### src/rtl/apb_pkg.sv
// -----------------------------------------------------------------------------
// apb_pkg
// Shared types, widths and address-decode helper for the APB completer
// (apb_slave_mem) and its register bank.
// -----------------------------------------------------------------------------
package apb_pkg;

    localparam int APB_ADDR_W = 32;
    localparam int APB_DATA_W = 32;

    typedef enum logic [1:0] {
        IDLE   = 2'd0,
        SETUP  = 2'd1,
        ACCESS = 2'd2
    } apb_slv_state_t;

    // Flags a word access that is misaligned or falls outside the DEPTH-word
    // window starting at base. The subtraction is unsigned, so addresses
    // below base wrap to large offsets and land out of range.
    function automatic logic apb_addr_err(
        input logic [APB_ADDR_W-1:0] addr,
        input logic [APB_ADDR_W-1:0] base,
        input int unsigned           depth
    );
        logic [APB_ADDR_W-1:0] off;
        off = addr - base;
        return (addr[1:0] != 2'b00) || (off >= APB_ADDR_W'(depth << 2));
    endfunction

endpackage

### src/rtl/apb_regbank.sv
// -----------------------------------------------------------------------------
// apb_regbank
// DEPTH x DATA_WIDTH flop array, cleared by async reset.
// Ports:
//   pclk, preset_n   clock / async active-low clear of every word
//   i_we             write enable (word i_widx <= i_wdata at pclk rise)
//   i_widx, i_wdata  write port
//   i_ridx, o_rdata  combinational read port
// -----------------------------------------------------------------------------
module apb_regbank #(
    parameter int DEPTH      = 64,
    parameter int DATA_WIDTH = 32
) (
    input  logic                     pclk,
    input  logic                     preset_n,
    input  logic                     i_we,
    input  logic [$clog2(DEPTH)-1:0] i_widx,
    input  logic [DATA_WIDTH-1:0]    i_wdata,
    input  logic [$clog2(DEPTH)-1:0] i_ridx,
    output logic [DATA_WIDTH-1:0]    o_rdata
);

    logic [DEPTH-1:0][DATA_WIDTH-1:0] r_mem;

    always_ff @(posedge pclk or negedge preset_n) begin
        if (!preset_n) begin
            r_mem <= '0;
        end else if (i_we) begin
            r_mem[i_widx] <= i_wdata;
        end
    end

    assign o_rdata = r_mem[i_ridx];

endmodule

### src/rtl/apb_slave_mem.sv
// -----------------------------------------------------------------------------
// apb_slave_mem
// APB completer backed by a word-addressed register bank, with WAIT_CYCLES
// wait states before pready and pslverr on misaligned / out-of-range access.
// Ports:
//   pclk, preset_n           clock / async active-low reset
//   psel, penable, pwrite    APB control from the requester
//   paddr, pwdata            byte address / write data (latched at setup)
//   prdata, pready, pslverr  response; prdata and pslverr are 0 unless pready
// -----------------------------------------------------------------------------
module apb_slave_mem
    import apb_pkg::*;
#(
    parameter int                    ADDR_WIDTH  = 32,
    parameter int                    DATA_WIDTH  = 32,
    parameter int                    DEPTH       = 64,
    parameter int                    WAIT_CYCLES = 1,
    parameter logic [ADDR_WIDTH-1:0] BASE_ADDR   = '0
) (
    input  logic                  pclk,
    input  logic                  preset_n,
    input  logic                  psel,
    input  logic                  penable,
    input  logic                  pwrite,
    input  logic [ADDR_WIDTH-1:0] paddr,
    input  logic [DATA_WIDTH-1:0] pwdata,
    output logic [DATA_WIDTH-1:0] prdata,
    output logic                  pready,
    output logic                  pslverr
);

    localparam int IDX_W = $clog2(DEPTH);

    apb_slv_state_t        r_state, w_state_nxt, w_phase;
    logic [3:0]            r_wcnt, w_wcnt_nxt;
    logic                  r_write, r_err;
    logic [IDX_W-1:0]      r_idx;
    logic [DATA_WIDTH-1:0] r_wdata;

    logic                  w_latch, w_err, w_ready, w_we;
    logic [ADDR_WIDTH-1:0] w_off;
    logic [IDX_W-1:0]      w_idx;
    logic [DATA_WIDTH-1:0] w_rdata;

    assign w_off = paddr - BASE_ADDR;
    assign w_idx = IDX_W'(w_off >> 2);
    assign w_err = apb_addr_err(APB_ADDR_W'(paddr), APB_ADDR_W'(BASE_ADDR), DEPTH);

    // The setup phase is the cycle in which psel rises with penable low; it
    // is recognised combinationally so the registered state is already
    // ACCESS in the first penable cycle (zero-wait pready needs this).
    // psel+penable seen outside ACCESS is not a setup and is ignored.
    always_comb begin
        w_phase = IDLE;
        if (r_state == ACCESS) begin
            w_phase = ACCESS;
        end else if (psel && !penable) begin
            w_phase = SETUP;
        end
    end

    always_comb begin
        w_state_nxt = r_state;
        w_wcnt_nxt  = r_wcnt;
        w_latch     = 1'b0;
        case (w_phase)
            SETUP: begin
                w_latch     = 1'b1;
                w_wcnt_nxt  = 4'(WAIT_CYCLES);
                w_state_nxt = ACCESS;
            end
            ACCESS: begin
                if (!psel) begin
                    w_state_nxt = IDLE;              // abort: no write
                end else if (penable) begin
                    if (r_wcnt != 4'd0) begin
                        w_wcnt_nxt = r_wcnt - 4'd1;
                    end else begin
                        w_state_nxt = IDLE;          // completion cycle
                    end
                end
                // psel with penable low: requester is stalling, hold count
            end
            default: w_state_nxt = IDLE;
        endcase
    end

    always_ff @(posedge pclk or negedge preset_n) begin
        if (!preset_n) begin
            r_state <= IDLE;
            r_wcnt  <= '0;
            r_write <= 1'b0;
            r_err   <= 1'b0;
            r_idx   <= '0;
            r_wdata <= '0;
        end else begin
            r_state <= w_state_nxt;
            r_wcnt  <= w_wcnt_nxt;
            if (w_latch) begin
                r_write <= pwrite;
                r_err   <= w_err;
                r_idx   <= w_idx;
                r_wdata <= pwdata;
            end
        end
    end

    assign w_ready = (r_state == ACCESS) && psel && penable && (r_wcnt == 4'd0);
    assign w_we    = w_ready && r_write && !r_err;

    apb_regbank #(
        .DEPTH      (DEPTH),
        .DATA_WIDTH (DATA_WIDTH)
    ) u_regbank (
        .pclk     (pclk),
        .preset_n (preset_n),
        .i_we     (w_we),
        .i_widx   (r_idx),
        .i_wdata  (r_wdata),
        .i_ridx   (r_idx),
        .o_rdata  (w_rdata)
    );

    assign pready  = w_ready;
    assign pslverr = w_ready && r_err;
    assign prdata  = (w_ready && !r_err) ? w_rdata : '0;

endmodule

### config.mk
export PLATFORM = sky130hd
export DESIGN_NAME = apb_slave_mem
export DESIGN_NICKNAME = d
export VERILOG_FILES = /design/src/rtl/apb_pkg.sv /design/src/rtl/apb_regbank.sv /design/src/rtl/apb_slave_mem.sv
export SDC_FILE = /design/constraint.sdc
export NUM_CORES = 2
export LEC_CHECK = 0
export ABC_AREA = 1
export CAP_MARGIN = 20
export CORE_AREA = 4 4 469 471
export CTS_CLUSTER_SIZE = 40
export DETAILED_ROUTE_END_ITERATION = 6
export DIE_AREA = 0 0 473 475
export HOLD_SLACK_MARGIN = 0.06
export MAX_ROUTING_LAYER = met4
export SYNTH_ARGS = -nofsm -noshare
export SYNTH_HDL_FRONTEND = slang
export SYNTH_SLANG_ARGS = --single-unit
### constraint.sdc
create_clock -name pclk -period 4.7 [get_ports pclk]
set_clock_uncertainty 0.05 [all_clocks]
set_input_delay 1.41 -clock pclk [delete_from_list [all_inputs] [get_ports pclk]]
set_output_delay 1.41 -clock pclk [all_outputs]
set_load 0.005 [all_outputs]
==> metrics.md <==
| Metric | Value |
|---|---|
| Pre-Repair DR Iteration Count | `7` |
| Crit path max fanout | `5` |
| Root Driver | `clkbuf_16` |
| Worst Setup Start Kind | `flip-flop` |
| GRT Overall Usage | `0.323` |
| Remaining DRCs | `0` |
| Ys async rst share | `1.00` |
| Die Y-Extent | `475 um` |
| Remaining antenna violation count | `0` |
| Syn Area/Cell | `7.39 um^2` |
| Top-count cell post-synth | `nand2_1` |
| Post-synth cell types | `30` |
| Via Count | `89162` |
| Max-cap violations | `0` |
| Multi-input gate area | `approximately 43000 um^2` |
| First-pass GRT wire length | `537000 um` |
| # fillers | `20301` |
| Htree depth | `4` |
| Violations in the final reports | `setup timing` |
| WP data required | `3240 ps` |
| Synthesis Warnings | `0` |
| Vias in the first global route | `84297` |
| FF/Latch Area | `52400 um^2` |
| Vias per cell | `~5.5` |
| Critical R2R Launch | `r_idx[1]$_DFFE_PN0P_` |
| Leak | `between 50 and 60 nW` |
| DIE AREA | `225000 um^2` |
| Setup ws final | `-22.4 ps` |
| Largest net degree at the start of global routing | `~140` |
| Register area share after synthesis | `0.531` |
| CTS tree | `built` |
| CTS Buf Count | `223` |
| Cells after Synth | `roughly 13000` |
| RSZ-0062 raised after global routing | `true` |
| Setup WS pre-CTS | `-200 ps` |
| Port bufs | `102` |
| Design Power | `~0.045 W` |
| Min cycle time layout | `4720 ps` |
| Worst min path class | `flip-flop to flip-flop` |
| Post-synth net total | `13426` |
| Critical Path Sink | `prdata[28]` |
| Fin crit share | `1.00` |
| Critical path origin | `r_idx[0]$_DFFE_PN0P_` |
| FP Rows | `171` |
| Core ar. | `216000 um^2` |
| Flops & latches, synth | `2093` |
| Peak VDD IR | `0.414 mV` |
| Sink Count | `2093` |
| Setup_tns | `-74.9 ps` |
| Wire length after detailed routing | `355000 um` |
| # IOs | `103` |
| Synth cell count leaders | `7797 x nand2_1, 2093 x dfrtp_1, 1666 x o21ai_0, 781 x clkbuf_1, 434 x o21ai_1` |
| Iteration-0 DRC Markers | `10562` |
| GRT overflow | `0` |
| Leading area contributor after synthesis | `dfrtp_1` |
| NumNets Final | `13269` |
| Top cells by area, synth | `dfrtp_1 53%, nand2_1 30%, o21ai_0 8.4%` |
| Max Root-Sink Buffers | `3` |
| Status | `finished with violations` |
| Worst-path clk slew | `60 ps` |
| Layout cells sized above 1 | `0.108` |
| Clk Latency, worst-skew pair | `870 ps` |
| Chip Width | `about 470 um` |
| Max Freq | `212 MHz` |
| Slew Viols, Final | `0` |
| R2R Setup Slk | `1260 ps` |
| RR Endpoint | `u_regbank.r_mem[1614]$_DFFE_PN0P_` |
| CP endpoint kind | `output port` |
| Layout area overhead | `18.3%` |
| Top cell type's share of synthesized area | `0.531` |
| Mapped Area | `98700 um^2` |
| Worst path arrival time | `between 3000 and 4000 ps` |
| Post-synth top flop | `dfrtp_1` |
| Initial antenna violation count | `11` |
| Final Hold Viols | `0` |
| Setup violations, final | `7` |
| Post-synth EDFFs | `0` |
| WL/cell | `21.8 um` |
| Initial Util | `0.457` |
| DP HPWL | `198000 um` |
| Crit path kind | `flip-flop to output port` |
| Worst slew pin tran | `1140 ps` |
| Pwr dens | `386 nW/um^2` |
| GPL Wtd Cong | `0.899` |
| Slew HR | `0.243` |
| FF-to-FF path depth | `12` |
[flip-flops by register name, indices dropped and copies added (netlist names)]
signal           cells
r_wdata             32
r_idx                6
u_regbank.r_mem   2048
r_write              1
r_state              1
r_err                1
r_wcnt               4
[cell families after synthesis]
family | share of synthesized area
buffers and inverters | 0.0471
adder cells (fa/ha/maj) | 0.000253
AO/OA/AOI/OAI | 0.109
AND/OR/NAND/NOR | 0.313
flip-flops | 0.531
[power breakdown]
group / switching [W] / internal, W
combinational: 0.00626 / 0.00265
sequential: 0.000126 / 0.0182
clock: 0.00758 / 0.0103
total: 0.0140 / 0.0311
[layer usage]
metal	track usage	share of wire
met5	-	0
met4	0.120	0.039
met3	0.0698	0.091
met2	0.485	0.44
met1	0.433	0.43
[through the flow]
step           hold WS (ps)  area, um^2   util  instances
6_report                431      117000  0.540      16238
5_1_grt                 446      117000  0.540      16233
4_1_cts                 433      116000  0.537      16210
3_5_place_dp            418      103000  0.478      15618
3_3_place_gp            410      103000  0.478      15617
2_1_floorplan           395       98700      -      13355
[area by class of cell]
cell class | count | share of cell area
Clock buffer | 331 | 0.0561
Sequential cell | 2093 | 0.449
Inverter | 71 | 0.00271
Clock inverter | 70 | 0.00669
Multi-Input combinational cell | 10129 | 0.371
Timing Repair Buffer | 675 | 0.0834
Antenna cell | 10 | 0.000214
Tap cell | 2854 | 0.0306
Timing Repair inverter | 5 | 0.000696
[critical path, stage by stage, from the launching register on]
cell and delay, ps:
dfrtp_4 530, buf_6 160, buf_16 170, buf_16 160, buf_12 120, buf_12 130, buf_8 130, nand2_2 50
nand2_1 40, nand2_1 60, nand2_1 60, nand2_1 70, nand2_1 60, nand2_1 50, nand2_1 70, nor2_2 100
buf_6 180, a21oi_2 80, buf_2 140
[worst min path at each step]
stage | from | end | cells past startpoint
6_report | u_regbank.r_mem[515]$_DFFE_PN0P_ | u_regbank.r_mem[515]$_DFFE_PN0P_ | 2
5_1_grt | u_regbank.r_mem[1223]$_DFFE_PN0P_ | u_regbank.r_mem[1223]$_DFFE_PN0P_ | 2
4_1_cts | u_regbank.r_mem[766]$_DFFE_PN0P_ | u_regbank.r_mem[766]$_DFFE_PN0P_ | 2
3_5_place_dp | u_regbank.r_mem[766]$_DFFE_PN0P_ | u_regbank.r_mem[766]$_DFFE_PN0P_ | 2
3_3_place_gp | u_regbank.r_mem[798]$_DFFE_PN0P_ | u_regbank.r_mem[798]$_DFFE_PN0P_ | 2
2_1_floorplan | u_regbank.r_mem[1118]$_DFFE_PN0P_ | u_regbank.r_mem[1118]$_DFFE_PN0P_ | 2
[placed cells by master (no fill, tap or decap), types with 8 or more instances in the layout]
| cell | instances |
|---|---|
| inv_1 | 31 |
| buf_16 | 100 |
| buf_6 | 54 |
| clkbuf_16 | 237 |
| a21oi_1 | 11 |
| nand2_2 | 222 |
| diode_2 | 10 |
| inv_6 | 8 |
| clkdlybuf4s50_1 | 69 |
| buf_12 | 114 |
| nand2_4 | 70 |
| nor2_2 | 18 |
| dfrtp_1 | 2089 |
| buf_2 | 30 |
| o21ai_0 | 1662 |
| nand4_4 | 47 |
| nor2_1 | 39 |
| bufinv_16 | 13 |
| clkbuf_1 | 57 |
| buf_4 | 255 |
| o21ai_1 | 436 |
| inv_2 | 37 |
| a21oi_2 | 21 |
| nor2_4 | 48 |
| bufbuf_16 | 27 |
| nand2_1 | 7515 |
| buf_8 | 15 |
| clkbuf_8 | 46 |
| clkinv_2 | 43 |
[repair_timing]
action	CTS	global route
gates resized for setup	715	143
pin swaps	118	111
hold endpoints to repair	0	0
hold buffers	0	0
endpoints found under the setup margin	32	32
setup buffers	110	14
cloned	85	9
No activity file was read; power rests on OpenSTA's default activity.
